## src/rtl/sr_latch_monitor.sv

```systemverilog
// Purpose: synchronise, debounce and classify the Q/Qbar outputs of a free-running NAND SR latch.
// Latency: a pin change before edge k commits at edge k+2+STABLE_CYCLES; all outputs are registered.
// Backpressure: none; inputs are sampled every cycle and events are unacknowledged one-cycle pulses.
//
// Ports:
//   clk          single clock for the whole block
//   rst_n        asynchronous active-low reset
//   q_async      latch Q, asynchronous to clk
//   qbar_async   latch Qbar, asynchronous to clk
//   clr_cnt      synchronous clear of toggle_cnt (wins over a same-cycle increment)
//   state        committed state: 00 UNKNOWN, 01 SET, 10 RESET, 11 INVALID
//   valid        state is not UNKNOWN
//   set_evt      one-cycle pulse on commit into SET
//   rst_evt      one-cycle pulse on commit into RESET
//   invalid_evt  one-cycle pulse on commit into INVALID
//   toggle_cnt   saturating count of SET<->RESET commits
module sr_latch_monitor #(
    parameter int STABLE_CYCLES = 4,
    parameter int CNT_W         = 8
) (
    input  logic             clk,
    input  logic             rst_n,
    input  logic             q_async,
    input  logic             qbar_async,
    input  logic             clr_cnt,
    output logic [1:0]       state,
    output logic             valid,
    output logic             set_evt,
    output logic             rst_evt,
    output logic             invalid_evt,
    output logic [CNT_W-1:0] toggle_cnt
);

    typedef enum logic [1:0] {
        ST_UNKNOWN = 2'b00,
        ST_SET     = 2'b01,
        ST_RESET   = 2'b10,
        ST_INVALID = 2'b11
    } state_t;

    // Sampled {Q, Qbar} codes. 00 cannot be held by a NAND latch, so it
    // only ever appears mid-transition and is never committed.
    localparam logic [1:0] CODE_GLITCH  = 2'b00;
    localparam logic [1:0] CODE_RESET   = 2'b01;
    localparam logic [1:0] CODE_SET     = 2'b10;
    localparam logic [1:0] CODE_INVALID = 2'b11;

    // Stability counter runs 0..STABLE_CYCLES-1; keep it at least one bit
    // wide so STABLE_CYCLES = 1 still elaborates.
    localparam int               SCW      = (STABLE_CYCLES > 1) ? $clog2(STABLE_CYCLES) : 1;
    localparam logic [SCW-1:0]   STAB_MAX = SCW'(STABLE_CYCLES - 1);

    // ------------------------------------------------------------------
    // Two-flop synchronisers. Reset zeros decode as GLITCH, so nothing can
    // commit from the reset values themselves.
    // ------------------------------------------------------------------
    logic q_meta;
    logic q_s;
    logic qbar_meta;
    logic qbar_s;

    always_ff @(posedge clk or negedge rst_n) begin
        if (!rst_n) begin
            q_meta    <= 1'b0;
            q_s       <= 1'b0;
            qbar_meta <= 1'b0;
            qbar_s    <= 1'b0;
        end else begin
            q_meta    <= q_async;
            q_s       <= q_meta;
            qbar_meta <= qbar_async;
            qbar_s    <= qbar_meta;
        end
    end

    logic [1:0] code;
    assign code = {q_s, qbar_s};

    // ------------------------------------------------------------------
    // Debounce: any change of the sampled code reloads the candidate and
    // restarts the count; the count parks at its maximum while the code holds.
    // ------------------------------------------------------------------
    logic [1:0]     cand;
    logic [SCW-1:0] stab_cnt;
    logic           stable;

    always_ff @(posedge clk or negedge rst_n) begin
        if (!rst_n) begin
            cand     <= CODE_GLITCH;
            stab_cnt <= '0;
        end else if (code != cand) begin
            cand     <= code;
            stab_cnt <= '0;
        end else if (stab_cnt < STAB_MAX) begin
            stab_cnt <= stab_cnt + SCW'(1);
        end
    end

    assign stable = (code == cand) && (stab_cnt == STAB_MAX);

    // Candidate code to state; GLITCH maps to UNKNOWN and is filtered below.
    state_t cand_state;

    always_comb begin
        cand_state = ST_UNKNOWN;
        case (cand)
            CODE_SET:     cand_state = ST_SET;
            CODE_RESET:   cand_state = ST_RESET;
            CODE_INVALID: cand_state = ST_INVALID;
            default:      cand_state = ST_UNKNOWN;
        endcase
    end

    // ------------------------------------------------------------------
    // State machine. UNKNOWN is left on the first commit and only re-entered
    // through rst_n; a commit happens only when the stable candidate names a
    // state different from the current one, so a held state never re-fires.
    // ------------------------------------------------------------------
    state_t state_q;
    state_t state_d;
    logic   commit;
    logic   toggle;

    always_ff @(posedge clk or negedge rst_n) begin
        if (!rst_n) begin
            state_q <= ST_UNKNOWN;
        end else begin
            state_q <= state_d;
        end
    end

    always_comb begin
        state_d = state_q;
        commit  = 1'b0;
        toggle  = 1'b0;
        if (stable && (cand != CODE_GLITCH) && (cand_state != state_q)) begin
            commit  = 1'b1;
            state_d = cand_state;
            // Only direct SET<->RESET flips count; entries from UNKNOWN or
            // INVALID are not toggles.
            toggle  = ((state_q == ST_SET)   && (cand_state == ST_RESET)) ||
                      ((state_q == ST_RESET) && (cand_state == ST_SET));
        end
    end

    // Registered outputs, updated on the same edge as the state register.
    always_ff @(posedge clk or negedge rst_n) begin
        if (!rst_n) begin
            valid       <= 1'b0;
            set_evt     <= 1'b0;
            rst_evt     <= 1'b0;
            invalid_evt <= 1'b0;
        end else begin
            valid       <= (state_d != ST_UNKNOWN);
            set_evt     <= commit && (state_d == ST_SET);
            rst_evt     <= commit && (state_d == ST_RESET);
            invalid_evt <= commit && (state_d == ST_INVALID);
        end
    end

    always_ff @(posedge clk or negedge rst_n) begin
        if (!rst_n) begin
            toggle_cnt <= '0;
        end else if (clr_cnt) begin
            toggle_cnt <= '0;
        end else if (toggle && !(&toggle_cnt)) begin
            toggle_cnt <= toggle_cnt + CNT_W'(1);
        end
    end

    assign state = state_q;

endmodule

```

## config.mk

```make
export PLATFORM = sky130hd
export DESIGN_NAME = sr_latch_monitor
export DESIGN_NICKNAME = d
export VERILOG_FILES = /design/src/rtl/sr_latch_monitor.sv
export SDC_FILE = /design/constraint.sdc
export NUM_CORES = 1
export LEC_CHECK = 0
export BUFFER_PORTS_ARGS = -buffer_cell sky130_fd_sc_hd__buf_2
export CAP_MARGIN = 20
export CORE_MARGIN = 2
export CORE_UTILIZATION = 55
export DETAILED_ROUTE_END_ITERATION = 16
export PLACE_DENSITY = 0.79
export SETUP_SLACK_MARGIN = 0.4
export SLEW_MARGIN = 20
export SYNTH_ARGS = -nofsm -noshare
export SYNTH_HDL_FRONTEND = slang
export SYNTH_SLANG_ARGS = --single-unit
```

## constraint.sdc

```tcl
create_clock -name clk -period 4.58 [get_ports clk]
set_input_delay 0.916 -clock clk [delete_from_list [all_inputs] [get_ports clk]]
set_output_delay 0.916 -clock clk [all_outputs]
set_load 0.02 [all_outputs]
```

==> results of run 1 <==
==> where the power goes <==
group	leakage [nW]	internal [mW]	switching [mW]
sequential	0.292	0.202	0.00751
combinational	0.248	0.0137	0.0224
clock	0.0279	0.0885	0.0601
==> sequential cells by signal (all words and copies together), names as in the netlist <==
register     flops
set_evt          1
toggle_cnt       8
stab_cnt         2
qbar_s           1
qbar_meta        1
q_s              1
cand             2
q_meta           1
state            2
valid            1
invalid_evt      1
rst_evt          1
==> cell usage in the layout (no fill, tap or decap), drive strengths merged <==
cell    instances
mux2            3
nand4           2
a21oi           1
nand2           2
dfrtp          22
inv             2
or2             1
mux2i           2
bufinv          1
nor3            2
and3            3
a31oi           1
xor2            3
clkbuf          3
nor3b           2
nor4bb          1
nor2b           3
xnor2           6
a21o            1
o21ai           1
buf            18
o22ai           1
ha              2
nor2           11
nor4            2
a32o            1
nor4b           1
nand3           5
and2            1
==> cell type report <==
class	instances	share of cell area, %
Multi-Input combinational cell	58	36.3
Sequential cell	22	47.9
Timing Repair Buffer	18	7.83
Clock inverter	1	2.61
Clock buffer	3	1.96
Inverter	2	0.653
Tap cell	25	2.72
==> layer usage <==
layer  global-route usage [%]  vias up
li1                         -      336
met3                     2.35        4
met4                     12.0        0
met2                     27.5       22
met1                     24.4      318
met5                        0        -
==> stage by stage <==
stage | area, sq um | worst slack (ns) | cells | power (mW) | utilization [%]
detailed placement | 1100 | 2.60 | 125 | 0.250 | 64.2
global placement | 1100 | 2.73 | 125 | 0.249 | 64.2
CTS | 1150 | 2.57 | 129 | 0.398 | 67.3
finish | 1150 | 2.57 | 129 | 0.395 | 67.3
global route | 1150 | 2.42 | 129 | 0.406 | 67.3
floorplan | 995 | 2.72 | 86 | 0.238 | -
==> path summary, 6_finish.rpt <==
kind	startpoint	slack (ns)	end	depth (start not counted)
setup / recovery	cand[0]	2.57	toggle_cnt[5]	5
hold / removal	q_meta	0.36	q_s	0
setup reg to reg	cand[0]	2.57	toggle_cnt[5]	5
hold reg to reg	q_meta	0.36	q_s	0
max in group asynchronous	rst_n	3.73	toggle_cnt[4]	1
min in group asynchronous	rst_n	0.53	set_evt	1
==> critical path: stages (launching register included) <==
cell and delay, ns:
dfrtp_1 0.50, nor4bb_1 0.42, a31oi_2 0.16, nor4b_2 0.36
nand3_1 0.13, mux2_1 0.33
==> kinds of logic after synthesis <==
group | synth area share [%]
AO/OA/AOI/OAI | 5.03
XOR/XNOR | 7.92
adder cells (fa/ha/maj) | 2.52
buffers and inverters | 2.64
flip-flops | 55.3
multiplexers | 5.41
AND/OR/NAND/NOR | 21.1
==> results.txt, run 1 <==
- The flow ran to the end, and the final reports show no timing, DRC or antenna violations.
- Crit start category: flop
- After layout, the minimum clock period comes to 2.01 ns.
- After clock tree synthesis, the flow added hold-fix buffers numbering 0.
* Critical path data required time: 4.78 ns
- The die covers 2160 sq um.
- In the final design database the tool counted 112 nets.
* Area added between synthesis and finish: 15.6%
- The multi-input combinational cells in the finished layout cover a total of 418 sq um.
- In the detailed route, the total length drawn on met2 is 776 um.
- When the netlist entered floorplanning its net count stood at 93.
* I/O Buffers: 18
- Of all cell types, the one taking the most synthesized area is dfrtp_1.
- The initial utilization of the core area, before any placement, comes to 58.2%.
- Congestion Overflow GR: 0
- The HPWL after detailed placement is 1210 um.
* Number of global-route vias before repair: 590
* Number of library cell types mapped by synthesis: 31
* Max frequency: 0.497 GHz
- Fillers: 133
- Synth top area share: 55.3%
* Count of inserted antenna diode cells: 0
* Number of routed nets with antenna violations: 0
- After synthesis, the cell types taking the most area are dfrtp_1, xnor2_1, nor2_1.
* Arrival time at the worst endpoint: 2.22 ns
- In this run the vertical extent of the chip is 46.5 um.
- Leakage power summed over all cells: 0.567 nW
- Largest clock skew in the final design: 0.00722 ns
- Mean post-synth cell area: 11.6 sq um
- Vias/cell: 5.27
* Clock tree root buffer cell: clkbuf_4
* Clock-pin transition on the worst setup and hold timing paths: 0.12 ns
* H-tree depth reported by CTS: 1
- HP Class: reg -> reg
- The highest layer touched by signal routing is met4.
- Synthesis handed over a netlist of 86 instances.
- Sum of met3 wire segment lengths after detailed routing: 79 um
- Number of max-cap violations: 0
- Yosys reg bits: 22
- Clock tree from TritonCTS: done
- The first global-routing pass estimated 2640 um of wire.
- Final setup violating endpoints: 0
- The max-slew violation total from the final report was 0.
- The initialized floorplan defines 15 standard-cell rows.
- Resized Gates After CTS: 0
- Fin Setup TNS: 0 ns
- Yosys warns: 0
- Ratio of cells with drive above 1 in the final layout: 26.0%
- Post-detailed-routing wire length: 1670 um
* Average wire per cell in the routed design: 13.0 um
- Buffer levels on the longest clock path: 2
- Chip width: 46.5 um
- For the pin with the worst max-slew slack, the measured transition is 0.497 ns.
- For this run, design rule violations remaining after detail routing come to 0.
- Post-Syn Area: 995 sq um
- The share of the Yosys chip area taken by registers is 55.3%.
- Worst-skew pair later-pin latency: 0.31 ns
* Leading cell types by count after synthesis: dfrtp_1, nor2_1, xnor2_1
* Maximum VDD drop: 0.239 mV
- Most used standard cell by instance count after synthesis: dfrtp_1
* Sinks on Clock Net: 22
- Min Hold Slack: 0.363 ns
* Largest net degree at the start of global routing: 23
- The setup path with the least slack is of type reg -> reg.
- First-pass iteration count of the detailed router: 4
* Number of vias after detailed routing: 680
- # IOs: 19
* Pwr dens: 343 nW/um^2
- RSZ-0062 raised after global routing: no
- After synthesis, the share of flip-flops with an asynchronous set or reset is 100%.
- Main flop type after synthesis: dfrtp_1
* Max_slew headroom: 66.9%
* Footprint of the flip-flops and latches: 551 sq um
* Overall track demand over capacity in global routing: 18.2%
* Hold violation count in the final report: 0
* Post-route clock period utilization: 43.9%
- DRT met1 WL: 787 um
- Kind of end point of the critical path: flop
- The first routing iteration left 17 violations.
- Final RePlAce weighted congestion: 0.762
- Count of flip-flops with a built-in enable after synthesis: 0
- Core area: 1710 sq um
* Buffers inserted by post-CTS timing repair: 0
* Highest net fanout along the worst path: 8
- In this run, CTS created clock tree buffers numbering 3.
* Number of antenna violations at the first check in global routing: 0
(Power assumes the default switching activity.)
==> run 2: changes to the inputs <==
- CORE_UTILIZATION: 55 -> 47
- PLACE_DENSITY: 0.79 -> 0.72
- clock period: 4.58 -> 1.7 ns (I/O delays scaled with it)
==> run 2 against run 1 <==
Net effect:
- the flow now finishes with violations (setup timing)
- register-to-register slack got worse by 2.7 ns
- routed wire length rose by 55%
- total power rose to 2.6 times the previous value
- cell count rose by 24%
- die area rose by 16%
- count of clock-buffer cells in the layout rose by 1
- first-iteration DRC count rose by 12%
- sequential share of layout area fell by 13 points
- clock skew fell by 0.0025 ns
- hold slack got worse by 0.22 ns
- critical path type unchanged
- largest power group unchanged
- highest routed layer unchanged
==> results.txt, run 2 (synthesis results as in run 1) <==
- Relative to the synthesized area, the layout overhead comes to 61.6%.
- Clock-pin transition on the worst setup and hold timing paths: 0.12 ns (about the same)
* Row Count: 16 (+1)
* Overall track demand over capacity in global routing: 20.5% (+2.3 points)
* Worst Setup Path Type: reg -> reg
* Number of cells in the finished layout apart from fillers: 160 (+24%)
* Post-detailed-routing wire length: 2590 um (+55%)
* Global-route wire length before repair: 3810 um (+44%)
- The register with the most flip-flops in the final layout is toggle_cnt.
- The die height was 50.0 um (+7.5%).
- Pins over their slew limit: 0 (unchanged)
- The final worst-path cycle share came to 106% (+62 points).
- Layout net count: 141 (+26%)
* Starting DRT DRC Count: 19 (+2)
- The DRC violation count after routing is 0 (unchanged).
- Max frequency: 0.556 GHz (+12%)
- The delay of the slowest cell on the worst path was 0.44 ns (-0.06 ns).
- I/O Buffers: 18 (unchanged)
- The library cell used most frequently in the layout, excluding fill and tap cells, is buf_4.
* Cell with the largest stage delay on the worst path: dfrtp_2
- Final setup violating endpoints: 4 (+4)
- The buffer and inverter count on the worst path is 0 (unchanged).
* Ratio of cells with drive above 1 in the final layout: 61.7% (+36 points)
- The via total after detailed routing is 834 (+23%).
- Average wire per cell in the routed design: 16.2 um (+25%)
- The worst max-slew margin expressed relative to the limit was 68.5% (+1.6 points).
* Buffer levels on the longest clock path: 2 (unchanged)
- Clock tree from TritonCTS: done
* H-tree depth reported by CTS: 1 (unchanged)
- The number of maximum-capacitance constraint violations was 0 (unchanged).
- The number of antenna violations at the first check in global routing came to 0 (unchanged).
- Commonest cells after routing, fill and taps aside: buf_4, dfrtp_1, buf_2, buf_6, nor2_1
* Maximum VDD drop: 0.661 mV (+180%)
- Hold violation count in the final report: 0 (unchanged)
- The number of clock buffers inserted by TritonCTS was 3 (unchanged).
* Largest clock skew in the final design: 0.00472 ns (-0.00250 ns)
* Worst setup slack after layout: -0.0989 ns (-2.67 ns)
* Final core utilization: 81.1% (+14 points)
- HP Class: in -> reg
- Measured slew at the worst slew-check pin: 0.472 ns (-0.0244 ns)
* Pwr dens: 644 nW/um^2 (+88%)
- First-pass iteration count of the detailed router: 4 (unchanged)
* Power, Total: 1.04 mW (+160%)
- The tree is rooted in a clkbuf_4.
* Number of routed nets with antenna violations: 0 (unchanged)
- The run finished, with violations left.
- Flip-flop count of the largest register after layout: 8 (unchanged)
- The post-detailed-placement cell area was 1280 sq um (+16%).
- Final standard cell area without fillers: 1610 sq um (+40%)
- Sinks on Clock Net: 22 (unchanged)
- The worst hold slack came to 0.139 ns (-0.224 ns).
- The total instance count after detailed placement came to 138 (+10%).
- The placeable core area was 1980 sq um (+16%).
- The checks that failed: setup timing.
- The worst-path maximum fanout is 5 (-3).
* Initial core utilization: 50.2% (-8.1 points)
- Vias/cell: 5.21 (-1.1%)
- The remaining global-route overflow is 0 (unchanged).
- Setup repair after global routing could not meet its margin everywhere.
* Total Die Area: 2500 sq um (+16%)
- The endpoint arrival time on the critical path came to 2.00 ns (-0.22 ns).
- Chip width: 50.0 um (+7.5%)
* Final HPWL DP: 1470 um (+22%)
- STA classifies the critical path startpoint as a flop.
* Largest delay contributor family on the critical path: simple AND/OR/NAND/NOR gates
- # IOs: 19 (unchanged)
- Worst-skew pair later-pin latency: 0.30 ns (about the same)
* Number of global-route vias before repair: 791 (+34%)
- Minimum clock period: 1.80 ns (-0.214 ns)
* Leakage power summed over all cells: 0.792 nW (+40%)
- Count of inserted antenna diode cells: 0 (unchanged)
- The signal on the critical path passes through nor4bb_4 > a31oi_4 > nor4b_4 > nand3_2 > mux2_4.
- Final RePlAce weighted congestion: 0.767 (+0.71%)
- The data required time at the worst endpoint is 1.90 ns (-2.88 ns).
- Kind of end point of the critical path: flop
* Largest net degree at the start of global routing: 23 (unchanged)
run 2: path summary, 6_finish.rpt:
path	slack [ns]	to	start	cells after the start
max	-0.1	toggle_cnt[5]	qbar_s	5
min	0.14	qbar_meta	qbar_async	1
max reg2reg	-0.1	toggle_cnt[5]	qbar_s	5
min reg2reg	0.36	qbar_s	qbar_meta	0
max in group asynchronous	0.81	toggle_cnt[2]	rst_n	2
min in group asynchronous	0.54	q_meta	rst_n	2
run 2: area by class of cell:
cell class	instances	area, sq um
clock buffers	4	36.3
fillers	90	374
inverters	2	7.51
multi-input cells	58	598
flip-flops and latches	22	561
well taps	27	33.8
repair buffers	47	372
run 2: layer usage:
layer | part of all wire [%] | GRT usage, % | vias to the layer above
met1 | 43 | 27.3 | 419
met3 | 3.2 | 2.12 | 2
met4 | 0.54 | 8.33 | 0
met2 | 53 | 34.0 | 22
li1 | - | - | 391
met5 | 0 | 0 | -
run 2: timing repair:
| action | in CTS | in global routing |
|---|---|---|
| gates resized for setup | 16 | 21 |
| hold endpoints to repair | 22 | 0 |
| hold buffers | 1 | 0 |
| pin swaps | 10 | 5 |
| setup buffers | 11 | 6 |
| setup endpoints to repair | 17 | 23 |
run 2: power by group:
group	total (mW)	internal, mW	switching, mW
registers	0.574	0.547	0.0277
clock network	0.280	0.130	0.150
logic	0.181	0.0900	0.0907
total	1.04	0.767	0.268
run 2: stage by stage:
step	setup TNS (ns)	setup WS, ns
floorplan	-0.0209	-0.0185
global placement	-0.319	-0.0831
detailed placement	-0.556	-0.127
CTS	-0.105	-0.0383
global route	-0.866	-0.194
finish	-0.270	-0.0989
==> run 3: changes to the inputs <==
- ABC_AREA: unset -> 1
- CAP_MARGIN: 20 -> 0
- CORE_UTILIZATION: 47 -> 49
- PLACE_DENSITY: 0.72 -> 0.73
==> run 3 against run 2 <==
Net effect:
- the run now ends clean
- combinational power decreased by 28%
- die area rose by 13%
- via count is 18% higher
- setup slack better by 0.38 ns
- clock skew grew 0.0064 ns
- non-clock buffer count is 12 lower
- synthesized cell count grew 44%
- critical path type unchanged
- critical endpoint is now toggle_cnt[6]
- largest cell class unchanged
- largest power group unchanged
==> results.txt, run 3 <==
* Count of flip-flops with a built-in enable after synthesis: 0 (unchanged)
* Sinks on Clock Net: 22 (unchanged)
* Largest net degree at the start of global routing: 23 (unchanged)
* Clock-pin transition on the worst setup and hold timing paths: 0.14 ns (+0.02 ns)
- Number of design rule violations left after detail routing: 0 (unchanged)
* Main flop type after synthesis: dfrtp_1
- Outcome: finished, final reports clean
- Number of antenna violations at the first check in global routing: 0 (unchanged)
- Starting DRT DRC Count: 23 (+4)
- The die height came to 53.1 um (+6.2%).
- Register bank with the most flops: toggle_cnt
- Syn Inst Count: 124 (+44%)
- First-pass iteration count of the detailed router: 4 (unchanged)
* Synth top area share: 46.6% (-8.8 points)
- The clock period minus final worst setup slack was 1.42 ns (-0.382 ns).
* Yosys reg bits: 22 (unchanged)
- Cells taking the most area after synthesis: dfrtp_1, nand2_1, nand3_1
* Kind of end point of the critical path: flop
- The via total after detailed routing is 988 (+18%).
- Setup repair after global routing could not meet its margin everywhere.
- Ratio of cells with drive above 1 in the final layout: 50.3% (-11 points)
* Arrival time at the worst endpoint: 1.69 ns (-0.31 ns)
* Critical path data required time: 1.97 ns (+0.07 ns)
- The starting density of the core came to 52.4% (+2.3 points).
- Buffer levels on the longest clock path: 2 (unchanged)
- Crit start category: flop
- Area added between synthesis and finish: 37.8%
* Most used standard cell by instance count after synthesis: nand2_1
* Largest clock skew in the final design: 0.0111 ns (+0.00642 ns)
- Yosys warns: 0 (unchanged)
- The post-synth net total is 131 (+41%).
- Final RePlAce weighted congestion: 0.788 (+2.8%)
- The insertion delay of the later-clocked pin in the worst-skew pair is 0.33 ns (+0.03 ns).
* Chip width: 53.1 um (+6.2%)
- The transition time of the tightest slew-check pin is 0.486 ns (+0.0131 ns).
- The root buffer cell chosen for the clock tree is clkbuf_4.
* Part of the Yosys area used for sequential elements: 46.6% (-8.8 points)
* Fin Setup TNS: 0 ns (+0.270 ns)
- TritonCTS built the clock tree.
* Overall track demand over capacity in global routing: 22.6% (+2.1 points)
- The floorplan die area came to 2820 sq um (+13%).
- Leakage power summed over all cells: 0.873 nW (+10%)
* Post-detailed-routing wire length: 2640 um (+2.0%)
* Leading cell type in the layout, fill and taps excluded: nand2_1
* Number of max-cap violations: 0 (unchanged)
- Average wire per cell in the routed design: 14.0 um (-14%)
- The worst supply voltage drop on vdd was 0.611 mV (-7.6%).
* Row Count: 17 (+1)
- The max-slew violation total from the final report came to 0 (unchanged).
- The fraction of synthesis flops using an asynchronous set or reset pin is 100% (unchanged).
- The top achievable clock speed is 0.706 GHz (+27%).
- Flip-flop count of the largest register after layout: 8 (unchanged)
* Worst Setup Path Type: reg -> reg
- Highest net fanout along the worst path: 9 (+4)
* Pwr dens: 675 nW/um^2 (+4.9%)
- Post-Syn Area: 1180 sq um (+19%)
* HP Class: in -> reg
* Mean post-synth cell area: 9.54 sq um (-18%)
- The placeable core area came to 2250 sq um (+14%).
- The CTS H-tree depth was 1 (unchanged).
- The commonest cells after synthesis are nand2_1, dfrtp_1, inv_1.
* Number of global-route vias before repair: 949 (+20%)
- dfrtp_1 takes more of the synthesized area than any other cell.
- The final net count was 169 (+20%).
- Vias/cell: 5.23 (+0.29%)
- The number of endpoints with negative hold slack in the final report was 0 (unchanged).
* Post-route clock period utilization: 83.3% (-22 points)
- The number of library cell types mapped by synthesis is 25 (-19%).
* Final core utilization: 72.3% (-8.9 points)
- The number of I/O port buffers was 18 (unchanged).
* Count of inserted antenna diode cells: 0 (unchanged)
- In the layout the commonest cells are nand2_1, buf_4, inv_1.
- The total setup violations reported at the end of the flow is 0 (-4).
* Global-route wire length before repair: 4330 um (+14%)
* Number of routed nets with antenna violations: 0 (unchanged)
- The remaining global-route overflow was 0 (unchanged).
- The sum of net half-perimeters after detailed placement came to 1600 um (+8.4%).
- The top-level I/O count was 19 (unchanged).
- Max_slew headroom: 67.6% (-0.91 points)
- The number of clock buffers inserted by TritonCTS is 3 (unchanged).
[run 3: critical path, stage by stage (launching register included)]
cell,delay (ns)
dfrtp_2,0.45
ha_4,0.16
nand3_4,0.10
nor3_4,0.23
nor2_8,0.08
nand3_4,0.14
nand3_1,0.09
nand2_1,0.11
[run 3: report_power, final]
part / internal [mW] / total [mW] / switching [mW] / leakage [nW]
Sequential: 0.540 / 0.557 / 0.0166 / 0.278
Clock: 0.239 / 0.413 / 0.175 / 0.0279
Combinational: 0.0517 / 0.130 / 0.0780 / 0.566
[run 3: final cells by class]
cell class,instances,area (sq um)
clock buffers,3,22.5
inverters,19,71.3
multi-input cells,81,638
repair buffers,35,270
well taps,28,35.0
flip-flops and latches,22,562
fillers,153,626
clock inverters,1,30.0
[run 3: timing repair]
item	CTS	global route
setup endpoints to repair	23	22
cloned	1	0
resized for setup	17	18
hold endpoints to repair	22	0
setup buffers	15	1
pin swaps	11	9
hold buffers	1	0
[run 3: routing by layer]
metal | track usage [%] | routed length (um) | up-vias
met5 | 0 | 0 | -
met4 | 14.1 | 71 | 0
met3 | 3.39 | 130 | 5
met2 | 37.5 | 1320 | 38
met1 | 27.1 | 1120 | 468
li1 | - | - | 477
[run 3: through the flow]
stage	power (mW)	std cells	worst slack (ns)	area (sq um)	hold slack, ns
finish	1.10	189	0.284	1630	0.117
global placement	0.659	167	0.334	1320	0.320
global route	1.15	189	0.186	1630	0.0853
CTS	1.09	188	0.313	1570	0.113
detailed placement	0.663	167	0.285	1320	0.325
floorplan	0.635	124	0.365	1210	0.0444
[run 3: worst paths after layout]
check / startpoint / slack (ns) / cells past startpoint / end
setup / recovery: toggle_cnt[0] / 0.28 / 7 / toggle_cnt[6]
hold / removal: qbar_async / 0.12 / 1 / qbar_meta
setup reg to reg: toggle_cnt[0] / 0.28 / 7 / toggle_cnt[6]
hold reg to reg: qbar_meta / 0.36 / 0 / qbar_s
max in group asynchronous: rst_n / 0.85 / 2 / cand[1]
min in group asynchronous: rst_n / 0.48 / 2 / toggle_cnt[7]
[run 3: cells by family (layout without fill, tap and decap cells)]
family	count (synthesis)	after routing	share of synthesized area, %
xor+xnor	6	6	5.08
mux	1	1	0.847
flops	22	22	46.6
buf+inv	22	58	7.09
simple gates	68	69	34.9
fa+ha+maj	2	2	2.12
compound gates	3	3	3.39
